$ cat src/rtl/ypbpr_to_rgb.sv
//==============================================================================
// Module      : ypbpr_to_rgb
// Description : 3-stage YPbPr -> RGB decoder, limited/full range, with bypass.
//               Optional clip statistics built when YPBPR_CLIP_STATS_EN is defined.
// Revision    : 1.0 - initial release
//==============================================================================
`default_nettype none

module ypbpr_to_rgb (
    input  logic        clk,
    input  logic        reset,
    input  logic        ce_pix,
    input  logic        ypbpr_en,
    input  logic        full_range,
    input  logic [23:0] din,
    input  logic        hsync,
    input  logic        vsync,
    input  logic        csync,
    input  logic        de,
    output logic [23:0] dout,
    output logic        hsync_o,
    output logic        vsync_o,
    output logic        csync_o,
    output logic        de_o,
    output logic [15:0] clip_cnt
);

    localparam logic signed [20:0] C_LIM_Y   = 21'sd298;
    localparam logic signed [20:0] C_LIM_RV  = 21'sd409;
    localparam logic signed [20:0] C_LIM_GU  = 21'sd100;
    localparam logic signed [20:0] C_LIM_GV  = 21'sd208;
    localparam logic signed [20:0] C_LIM_BU  = 21'sd516;
    localparam logic signed [20:0] C_FULL_Y  = 21'sd256;
    localparam logic signed [20:0] C_FULL_RV = 21'sd359;
    localparam logic signed [20:0] C_FULL_GU = 21'sd88;
    localparam logic signed [20:0] C_FULL_GV = 21'sd183;
    localparam logic signed [20:0] C_FULL_BU = 21'sd454;

    // ---------------- Stage 1: offset removal ----------------
    logic signed [9:0] w_y1, w_pb1, w_pr1;
    logic signed [9:0] r_y1, r_pb1, r_pr1;
    logic              r_en1, r_full1;
    logic [23:0]       r_raw1;
    logic [3:0]        r_sync1;

    always_comb begin
        w_y1  = $signed({2'b00, din[15:8]}) - (full_range ? 10'sd0 : 10'sd16);
        w_pb1 = $signed({2'b00, din[7:0]})  - 10'sd128;
        w_pr1 = $signed({2'b00, din[23:16]}) - 10'sd128;
    end

    always_ff @(posedge clk) begin
        if (reset) begin
            r_y1    <= '0;
            r_pb1   <= '0;
            r_pr1   <= '0;
            r_en1   <= 1'b0;
            r_full1 <= 1'b0;
            r_raw1  <= '0;
            r_sync1 <= '0;
        end else if (ce_pix) begin
            r_y1    <= w_y1;
            r_pb1   <= w_pb1;
            r_pr1   <= w_pr1;
            r_en1   <= ypbpr_en;
            r_full1 <= full_range;
            r_raw1  <= din;
            r_sync1 <= {hsync, vsync, csync, de};
        end
    end

    // ---------------- Stage 2: matrix multiply ----------------
    logic signed [20:0] w_ye, w_pbe, w_pre;
    logic signed [20:0] w_ky, w_krv, w_kgu, w_kgv, w_kbu;
    logic signed [20:0] w_r2, w_g2, w_b2;
    logic signed [20:0] r_r2, r_g2, r_b2;
    logic               r_en2;
    logic [23:0]        r_raw2;
    logic [3:0]         r_sync2;

    always_comb begin
        w_ye  = {{11{r_y1[9]}},  r_y1};
        w_pbe = {{11{r_pb1[9]}}, r_pb1};
        w_pre = {{11{r_pr1[9]}}, r_pr1};
        w_ky  = r_full1 ? C_FULL_Y  : C_LIM_Y;
        w_krv = r_full1 ? C_FULL_RV : C_LIM_RV;
        w_kgu = r_full1 ? C_FULL_GU : C_LIM_GU;
        w_kgv = r_full1 ? C_FULL_GV : C_LIM_GV;
        w_kbu = r_full1 ? C_FULL_BU : C_LIM_BU;
        w_r2  = w_ky * w_ye + w_krv * w_pre;
        w_g2  = w_ky * w_ye - w_kgu * w_pbe - w_kgv * w_pre;
        w_b2  = w_ky * w_ye + w_kbu * w_pbe;
    end

    always_ff @(posedge clk) begin
        if (reset) begin
            r_r2    <= '0;
            r_g2    <= '0;
            r_b2    <= '0;
            r_en2   <= 1'b0;
            r_raw2  <= '0;
            r_sync2 <= '0;
        end else if (ce_pix) begin
            r_r2    <= w_r2;
            r_g2    <= w_g2;
            r_b2    <= w_b2;
            r_en2   <= r_en1;
            r_raw2  <= r_raw1;
            r_sync2 <= r_sync1;
        end
    end

    // ---------------- Stage 3: round, shift, clamp ----------------
    function automatic logic [7:0] clamp8(input logic signed [20:0] v);
        if (v < 0)
            return 8'd0;
        else if (v > 21'sd255)
            return 8'd255;
        else
            return v[7:0];
    endfunction

    function automatic logic is_clip(input logic signed [20:0] v);
        return (v < 0) || (v > 21'sd255);
    endfunction

    logic signed [20:0] w_r3, w_g3, w_b3;
    logic [23:0]        w_dout3;
    logic               w_clip3;
    logic               r_clip3;

    always_comb begin
        w_r3 = (r_r2 + 21'sd128) >>> 8;
        w_g3 = (r_g2 + 21'sd128) >>> 8;
        w_b3 = (r_b2 + 21'sd128) >>> 8;
        if (r_en2) begin
            w_dout3 = {clamp8(w_r3), clamp8(w_g3), clamp8(w_b3)};
            w_clip3 = is_clip(w_r3) | is_clip(w_g3) | is_clip(w_b3);
        end else begin
            w_dout3 = r_raw2;
            w_clip3 = 1'b0;
        end
    end

    always_ff @(posedge clk) begin
        if (reset) begin
            dout    <= '0;
            r_clip3 <= 1'b0;
            {hsync_o, vsync_o, csync_o, de_o} <= '0;
        end else if (ce_pix) begin
            dout    <= w_dout3;
            r_clip3 <= w_clip3;
            {hsync_o, vsync_o, csync_o, de_o} <= r_sync2;
        end
    end

`ifdef YPBPR_CLIP_STATS_EN
    // Pixels are counted while they sit on the outputs, evaluated on each advance.
    logic [15:0] r_run;
    logic        r_vs_prev;
    logic        w_count;
    logic        w_edge;

    assign w_count = de_o & r_clip3;
    assign w_edge  = vsync_o & ~r_vs_prev;

    always_ff @(posedge clk) begin
        if (reset) begin
            r_run     <= '0;
            r_vs_prev <= 1'b0;
            clip_cnt  <= '0;
        end else if (ce_pix) begin
            r_vs_prev <= vsync_o;
            if (w_edge) begin
                clip_cnt <= r_run;
                r_run    <= w_count ? 16'd1 : 16'd0;
            end else if (w_count && (r_run != 16'hFFFF)) begin
                r_run <= r_run + 16'd1;
            end
        end
    end
`else
    logic w_unused_clip;
    assign w_unused_clip = r_clip3;
    assign clip_cnt      = 16'h0000;
`endif

endmodule

`default_nettype wire

$ cat config.mk
export PLATFORM = sky130hd
export DESIGN_NAME = ypbpr_to_rgb
export DESIGN_NICKNAME = d
export VERILOG_FILES = /design/src/rtl/ypbpr_to_rgb.sv
export SDC_FILE = /design/constraint.sdc
export NUM_CORES = 1
export LEC_CHECK = 0
export BUFFER_PORTS_ARGS = -buffer_cell sky130_fd_sc_hd__buf_2
export CORE_ASPECT_RATIO = 0.7
export CORE_MARGIN = 3
export CORE_UTILIZATION = 64
export CTS_CLUSTER_SIZE = 40
export DETAILED_ROUTE_END_ITERATION = 16
export PLACE_DENSITY_LB_ADDON = 0.3
export SLEW_MARGIN = 10
export SYNTH_ARGS = -nofsm -noshare
export SYNTH_HDL_FRONTEND = slang
export SYNTH_SLANG_ARGS = --single-unit
$ cat constraint.sdc
create_clock -name clk -period 10.3 [get_ports clk]
set_input_delay 2.06 -clock clk [delete_from_list [all_inputs] [get_ports clk]]
set_output_delay 2.06 -clock clk [all_outputs]
set_load 0.02 [all_outputs]
# Word level (Yosys, flattened, before mapping)

Index checks and enable logic that the tools add are counted.

Bits in registers: 177
Output and inout port bits: 44
Logic and storage cells: 52

Add/subtract/negate cells: 10
Multiply operators: 5
$lt $le $gt $ge: 6
Mux-type cells: 13

Operators by type and width:

| kind                    | count |
|---|---|
| $add A21 B9 Y21 const B | 3 |
| $mux W8                 | 7 |
| $gt A13 B9 Y1 const B   | 3 |
| $lt A13 B1 Y1 const B   | 3 |
| $mul A10 B9 Y19         | 2 |
| $mux W24                | 1 |
| $add A19 B20 Y21        | 1 |
| $sub A20 B18 Y21        | 1 |
| $add A19 B19 Y20        | 1 |
| $mul A11 B9 Y20         | 1 |
| $sub A19 B17 Y20        | 1 |
| $mul A9 B9 Y18          | 1 |
| $sub A8 B8 Y9 const B   | 2 |
| $mul A8 B9 Y17          | 1 |
| $mux W6                 | 2 |
| $mux W10                | 1 |
| $sub A8 B5 Y9           | 1 |
| $mux W7                 | 1 |
| $mux W5                 | 1 |

# Logic depth before layout (Yosys ltp)

Gate-level depths: netlist (run 1).

Depth after elaboration: 5
Gate-level depth with buffers: 32
Depth with buffers taken out: 29

# Least setup slack after synthesis (run 1)

Ideal clock, no wire load.

Path kind: reg2reg
From: register r_full1
To: register r_b2[16]
Library setup time: 128 ps
Arrival time: 7441 ps
Required time: 10172 ps
Slack: 2731 ps
Cell stages (with the launch flop): 31
Clock period less this slack: 7569 ps
Path through: dfxtp_1 > clkbuf_1 > clkbuf_1 > clkbuf_1 > nor2_1 > ha_1 > fa_1 > inv_1 > fa_1 > inv_1 > fa_1 > ha_1 > a21o_1 > a21oi_1 > nor2b_1 > o21a_1 > nor2_1 > xnor2_1 > ha_1 > inv_1 > fa_1 > fa_1 > inv_1 > ha_1 > a21o_1 > a2111oi_2 > a22oi_2 > a21o_1 > a211o_1 > a31oi_1 > nor2_1

Longest elaborated chain between the ends: 3
Elaborated cells between the ends (all ways): 5
Those cells by class: add/sub: 1; mul: 2; mux: 2

Ends and longest elaborated chain:

| item                                               | RTL line | text |
|---|---|---|
| from (decl)                                        | 42       | `logic r_en1, r_full1;` |
| from (signal assigned)                             | 66       | `r_full1 <= full_range;` |
| $mux W10 or $mux W6 (tied branches)                | 89, 85   |  |
| $mul A11 B9 Y20 or $mul A10 B9 Y19 (tied branches) | 92       | `w_b2 = w_ky * w_ye + w_kbu * w_pbe;` |
| $add A19 B20 Y21 (*)                               | 92       |  |
| to (signal assigned)                               | 106      | `r_b2 <= w_b2;` |
| to (decl)                                          | 76       | `logic signed [20:0] r_r2, r_g2, r_b2;` |

Every way passes the cells marked *; elsewhere a longest branch is shown, timed or not.
A chain may end at the register's enable or synchronous reset.

# Final worst setup path (run 1)

From: register r_full1
To: register r_b2[18]

Same word-level chain as after synthesis.

==> run metrics, run 1 <==
CP endpoint kind=flip-flop; Hold Slack=0.473 ns; Synth async-reset ratio=0; Rel. slew slack=0.315; GRT Total Usage=0.289; synth top area cells=fa_1 22%, ha_1 21%, dfxtp_1 17%; core area=24,800 um^2; fin crit share=0.805; RSZ-0062 raised after global routing=false; port bufs=60; Synth Area in Compound Gates=0.0924; post-DP HPWL=31.3 mm; global route overflow=0; clock insertion delay at the later pin of the skew report=0.42 ns; status=finished, final reports clean; Final ANT Viol Nets=0; final hold viol count=0; Max FO, Critical Path=29; 1st-pass router iterations=5; die width=196 um; Worst VDD drop=0.000187 V; Buf/Inv on CP=5; Core Util, Final=0.699; main combinational cell family by area after synthesis=adder cells; Clock Pin Slew Worst Setup and Hold Paths=0.06 ns; chip height=139 um; final setup vio count=0; Slowest cell on crit path=dfxtp_1; placed insts=2,108; Peak Freq=0.121 GHz; FF-to-FF path depth=29; antenna violations before repair=0; Pleak=9.35 nW; Yosys reg bits=135; Hold Buf Count CTS=0; drt drc=0; min Tclk post-route=8.29 ns; delay-heaviest family, CP=adder cells; Synth Instances=1,761; EDFF count, synth=0; Clock Skew=0.0110 ns; max_cap viols=0; wire per inst=17.8 um; startpoint types=flip-flop; Seq/Total Area, Yosys=0.167; final instance area=17,300 um^2; Num CTS Buffers=17; Initial DRC Count=856; routed vias=12.0k; Area growth, synth to finish=7.02%; FILL cells=1,897; fin cells=2,141; post-synth top area share=0.225; CTS Buffer Depth=2; placed instance area=16,700 um^2; largest net degree at the start of global routing=94; pwr/cell area=205 nW/um^2; TNS Setup=0 ns; number of global-route vias before repair=12.2k; detailed-route wire length=38.1 mm; number of H-tree levels=4; Final Max Tran Viols=0; Worst Path Arrival=8.57 ns; Synth area leader=fa_1; syn avg cell area=9.20 um^2; Crit path depth=29; Initial Util=0.653; Worst Hold Depth=2; Root Buffer=clkbuf_16; # IOs=77; post-synthesis mux area share=0.0546; first-pass GRT wire length=62.6 mm; Worst-Margin Slew=1.03 ns; Post-Synth XOR/XNOR Area=0.0362; simple-gate portion of the synthesized area=0.112; count leader, synth=inv_1; CP max stage delay=0.82 ns; Critical Path Most Common Cell=fa_1; most instantiated cells after synthesis=360 x inv_1, 274 x ha_1, 182 x fa_1, 153 x nor2_1, 135 x dfxtp_1; top_reg_cell synth=dfxtp_1; Syn. warnings=0; Yosys cell types=74; setup bufs post-CTS=0; kind of critical path=flip-flop to flip-flop; Vias per Instance=5.59; NumNets Final=2,291; Die ar.=27,300 um^2; Hold Crit Class=flip-flop to flip-flop; CP Data Required Time=10.57 ns; # rows=48; GP Congestion=0.924; clk sinks=135; CTS-repair resized insts=0; Netlist Area Pre-Place=16,200 um^2; adder and majority gate portion of the synthesized area=0.436; CTS tree=yes; share of layout cells above drive strength 1=0.0683
-- routing by layer --
layer / up-vias / routed length [um] / share of wire / global-route usage
li1: 5753 / - / - / -
met1: 5856 / 17800 / 0.47 / 0.419
met2: 318 / 16900 / 0.44 / 0.445
met3: 44 / 2570 / 0.067 / 0.0617
met4: 0 / 852 / 0.022 / 0.0697
met5: - / 0 / 0 / 0
-- flip-flops by register name, summed over array words and instances (netlist names) --
signal	count
r_pr1	8
r_sync2	4
r_b2	14
dout	24
r_raw2	23
r_en1	1
r_r2	14
r_sync1	4
hsync_o	1
de_o	1
r_en2	1
r_full1	1
r_g2	14
vsync_o	1
r_pb1	8
csync_o	1
r_raw1	6
r_y1	9
-- stage by stage --
step	power, mW	setup WS [ns]
global route	3.89	1.51
global placement	2.84	2.39
floorplan	2.37	2.73
CTS	3.57	2.02
finish	3.56	2.01
detailed placement	2.91	2.05
-- worst min-delay path: cells and delay by family, from the launching register on --
family          cells  cell delay (ns)
compound gates      1             0.06
flops               1             0.32
simple gates        1             0.05
-- cell type report --
type,instances,area [um^2],area share
Multi-Input combinational cell,1223,11900,0.688
Timing Repair Buffer,64,339,0.0195
Sequential cell,135,2700,0.156
Clock buffer,21,460,0.0265
Tap cell,325,407,0.0234
Antenna cell,1,2.50,0.000144
Clock inverter,11,146,0.00844
Inverter,361,1360,0.0781
-- placed cells by master, fill, tap and decap left out, drive strengths merged, types with 7 or more instances in the layout --
| cell type | Yosys | layout |
|---|---|---|
| inv | 360 | 361 |
| ha | 274 | 274 |
| fa | 182 | 182 |
| nor2 | 153 | 153 |
| dfxtp | 135 | 135 |
| mux2i | 85 | 85 |
| nand2 | 73 | 73 |
| buf | 26 | 64 |
| a21oi | 51 | 51 |
| xnor2 | 42 | 42 |
| o21ai | 31 | 31 |
| nand2b | 27 | 27 |
| nand3 | 27 | 27 |
| a211oi | 27 | 27 |
| xor2 | 25 | 25 |
| conb | 1 | 22 |
| nor2b | 22 | 22 |
| clkbuf | 37 | 21 |
| a21o | 18 | 18 |
| nor3 | 17 | 17 |
| nand4 | 11 | 11 |
| and3 | 11 | 11 |
| o21a | 10 | 10 |
| and2 | 9 | 9 |
| or3 | 9 | 9 |
| o21bai | 7 | 7 |
| a31oi | 7 | 7 |
-- path summary, 6_finish.rpt --
check / endpoint / slack, ns / start
setup / recovery: r_b2[18] / 2.01 / r_full1
hold / removal: r_b2[19] / 0.47 / r_b2[19]
setup reg to reg: r_b2[18] / 2.01 / r_full1
hold reg to reg: r_b2[19] / 0.47 / r_b2[19]
-- logic make-up (layout without fill, tap and decap cells) --
kind of cell / after synthesis / count (layout)
fa+ha+maj: 456 / 456
buf+inv: 424 / 457
simple gates: 381 / 381
compound gates: 209 / 209
flops: 135 / 135
mux: 88 / 88
xor+xnor: 67 / 67
other cells: 1 / 23
-- power by group --
| part | switching, mW | leakage (nW) | internal, mW |
|---|---|---|---|
| Combinational | 1.31 | 7.95 | 0.944 |
| Sequential | 0.0838 | 1.11 | 0.593 |
| Clock | 0.235 | 0.293 | 0.394 |
Power figures use the tool's default switching activity.
==> run 2, diff against run 1 <==
==> constraint.sdc (replaced) <==
create_clock -name clk -period 8.57 [get_ports clk]
set_input_delay 1.714 -clock clk [delete_from_list [all_inputs] [get_ports clk]]
set_output_delay 1.714 -clock clk [all_outputs]
set_load 0.02 [all_outputs]
==> run metrics, run 2 (same netlist as run 1, synthesis figures left out) <==
Clock Skew=0.00876 ns (-0.00219 ns); routed vias=11.9k (-0.69%); drt drc=0 (unchanged); fin cells=2,138 (-0.14%); die width=196 um (unchanged); clk sinks=135 (unchanged); diode count=0 (-1); core area=24,800 um^2 (unchanged); CP max stage delay=0.54 ns (-0.28 ns); Worst-Margin Slew=0.995 ns (-0.0308 ns); Clock Pin Slew Worst Setup and Hold Paths=0.06 ns (about the same); Critical Path Most Common Cell=fa_1; share of layout cells above drive strength 1=0.0673 (-0.00103); # IOs=77 (unchanged); area occupied by multi-input gates=11,900 um^2 (unchanged); global route overflow=0 (unchanged); Storage cell area=2700 um^2 (unchanged); pwr/cell area=245 nW/um^2 (+20%); port bufs=60 (unchanged); clock insertion delay at the later pin of the skew report=0.42 ns (about the same); Worst VDD drop=0.000208 V (+11%); status=finished, final reports clean; largest net degree at the start of global routing=109 (+16%); setup bufs post-CTS=0 (unchanged); Pleak=9.34 nW (-0.13%); Hold Crit Class=flip-flop to flip-flop; Power Total=4.25 mW (+19%); Vias per Instance=5.56 (-0.55%); max reg flops=24 (unchanged); GP Congestion=0.930 (+0.68%); wire per inst=17.4 um (-2.1%); Slowest cell on crit path=fa_1; final hold viol count=0 (unchanged); Max FO, Critical Path=7 (-76%); chip height=139 um (unchanged); CTS-repair resized insts=0 (unchanged); Area growth, synth to finish=6.89%; Largest regs=dout: 24 flops, r_raw2: 23 flops; RSZ-0062 raised after global routing=false; CP Data Required Time=8.84 ns (-1.73 ns); Final ANT Viol Nets=0 (unchanged); antenna violations before repair=0 (unchanged); Worst Path Arrival=8.05 ns (-0.52 ns); # rows=48 (unchanged); Initial Util=0.653 (unchanged); Root Buffer=clkbuf_16; Place WS=0.843 ns (-1.21 ns); min Tclk post-route=7.78 ns (-0.513 ns); CP endpoint kind=flip-flop; Final Max Tran Viols=0 (unchanged); FILL cells=1,880 (-0.90%); Peak Freq=0.129 GHz (+6.6%); Core Util, Final=0.698 (-0.000807); CTS tree=yes; max_cap viols=0 (unchanged); most common cell after layout, fill and taps aside=inv_1; kind of critical path=flip-flop to flip-flop; register name with the most flops=dout; fin crit share=0.908 (+0.103); GRT Total Usage=0.284 (-0.00512); placed insts=2,107 (-0.047%); detailed-route wire length=37.3 mm (-2.2%); number of global-route vias before repair=12.0k (-1.5%); Final WS setup=0.788 ns (-1.22 ns); first-pass GRT wire length=62.0 mm (-1.1%); Rel. slew slack=0.337 (+0.0219); NumNets Final=2,290 (-0.044%); Num CTS Buffers=17 (unchanged); TNS Setup=0 ns (unchanged); Initial DRC Count=749 (-13%); number of H-tree levels=4 (unchanged); Hold Buf Count CTS=0 (unchanged); post-DP HPWL=30.8 mm (-1.5%); commonest non-fill, non-tap cells in the layout=360 x inv_1, 274 x ha_1, 182 x fa_1; CTS Buffer Depth=2 (unchanged); startpoint types=flip-flop; final setup vio count=0 (unchanged); 1st-pass router iterations=5 (unchanged); Die ar.=27,300 um^2 (unchanged)
==> run 2: cell count changes in the layout (fill, tap and decap cells not counted), sizes merged <==
cell and delta:
buf -1, clkbuf -1, diode -1
==> run 2: critical path: cells and delay by family (launching register included) <==
kind,cells,cell delay (ns)
compound gates,8,1.85
xor+xnor,3,0.70
fa+ha+maj,9,3.84
buf+inv,4,0.23
flops,1,0.49
mux,1,0.15
simple gates,4,0.37
==> run 2: final cells by class <==
class | count | area share
repair buffers | 63 | 0.0191
multi-input cells | 1223 | 0.689
flip-flops and latches | 135 | 0.156
well taps | 325 | 0.0235
inverters | 361 | 0.0782
clock buffers | 20 | 0.0258
clock inverters | 11 | 0.00867
==> run 2: worst paths after layout <==
path,startpoint,endpoint,slack [ns],cells past startpoint
setup reg to reg,r_y1[7],r_b2[18],0.79,29
setup / recovery,r_y1[7],r_b2[18],0.79,29
hold reg to reg,dout[23],dout[23],0.48,2
hold / removal,dout[23],dout[23],0.48,2
==> run 2: where the power goes <==
| part | total (mW) | leakage (nW) | switching, mW | internal [mW] |
|---|---|---|---|---|
| sequential | 0.813 | 1.11 | 0.100 | 0.713 |
| clock | 0.749 | 0.286 | 0.284 | 0.465 |
| combinational | 2.69 | 7.95 | 1.56 | 1.13 |
==> run 2: metal layers <==
layer / up-vias / GRT usage / part of all wire / wire length (um)
met5: - / 0 / 0 / 0
met4: 0 / 0.0731 / 0.025 / 920
met3: 52 / 0.0787 / 0.077 / 2860
met2: 330 / 0.422 / 0.43 / 16000
met1: 5750 / 0.411 / 0.47 / 17500
li1: 5756 / - / - / -
==> run 2: metrics by stage <==
stage / cell area, um^2 / hold slack (ns)
global route: 17300 / 0.495
finish: 17300 / 0.476
detailed placement: 16700 / 0.462
CTS: 17300 / 0.474
floorplan: 16300 / 0.439
global placement: 16700 / 0.456
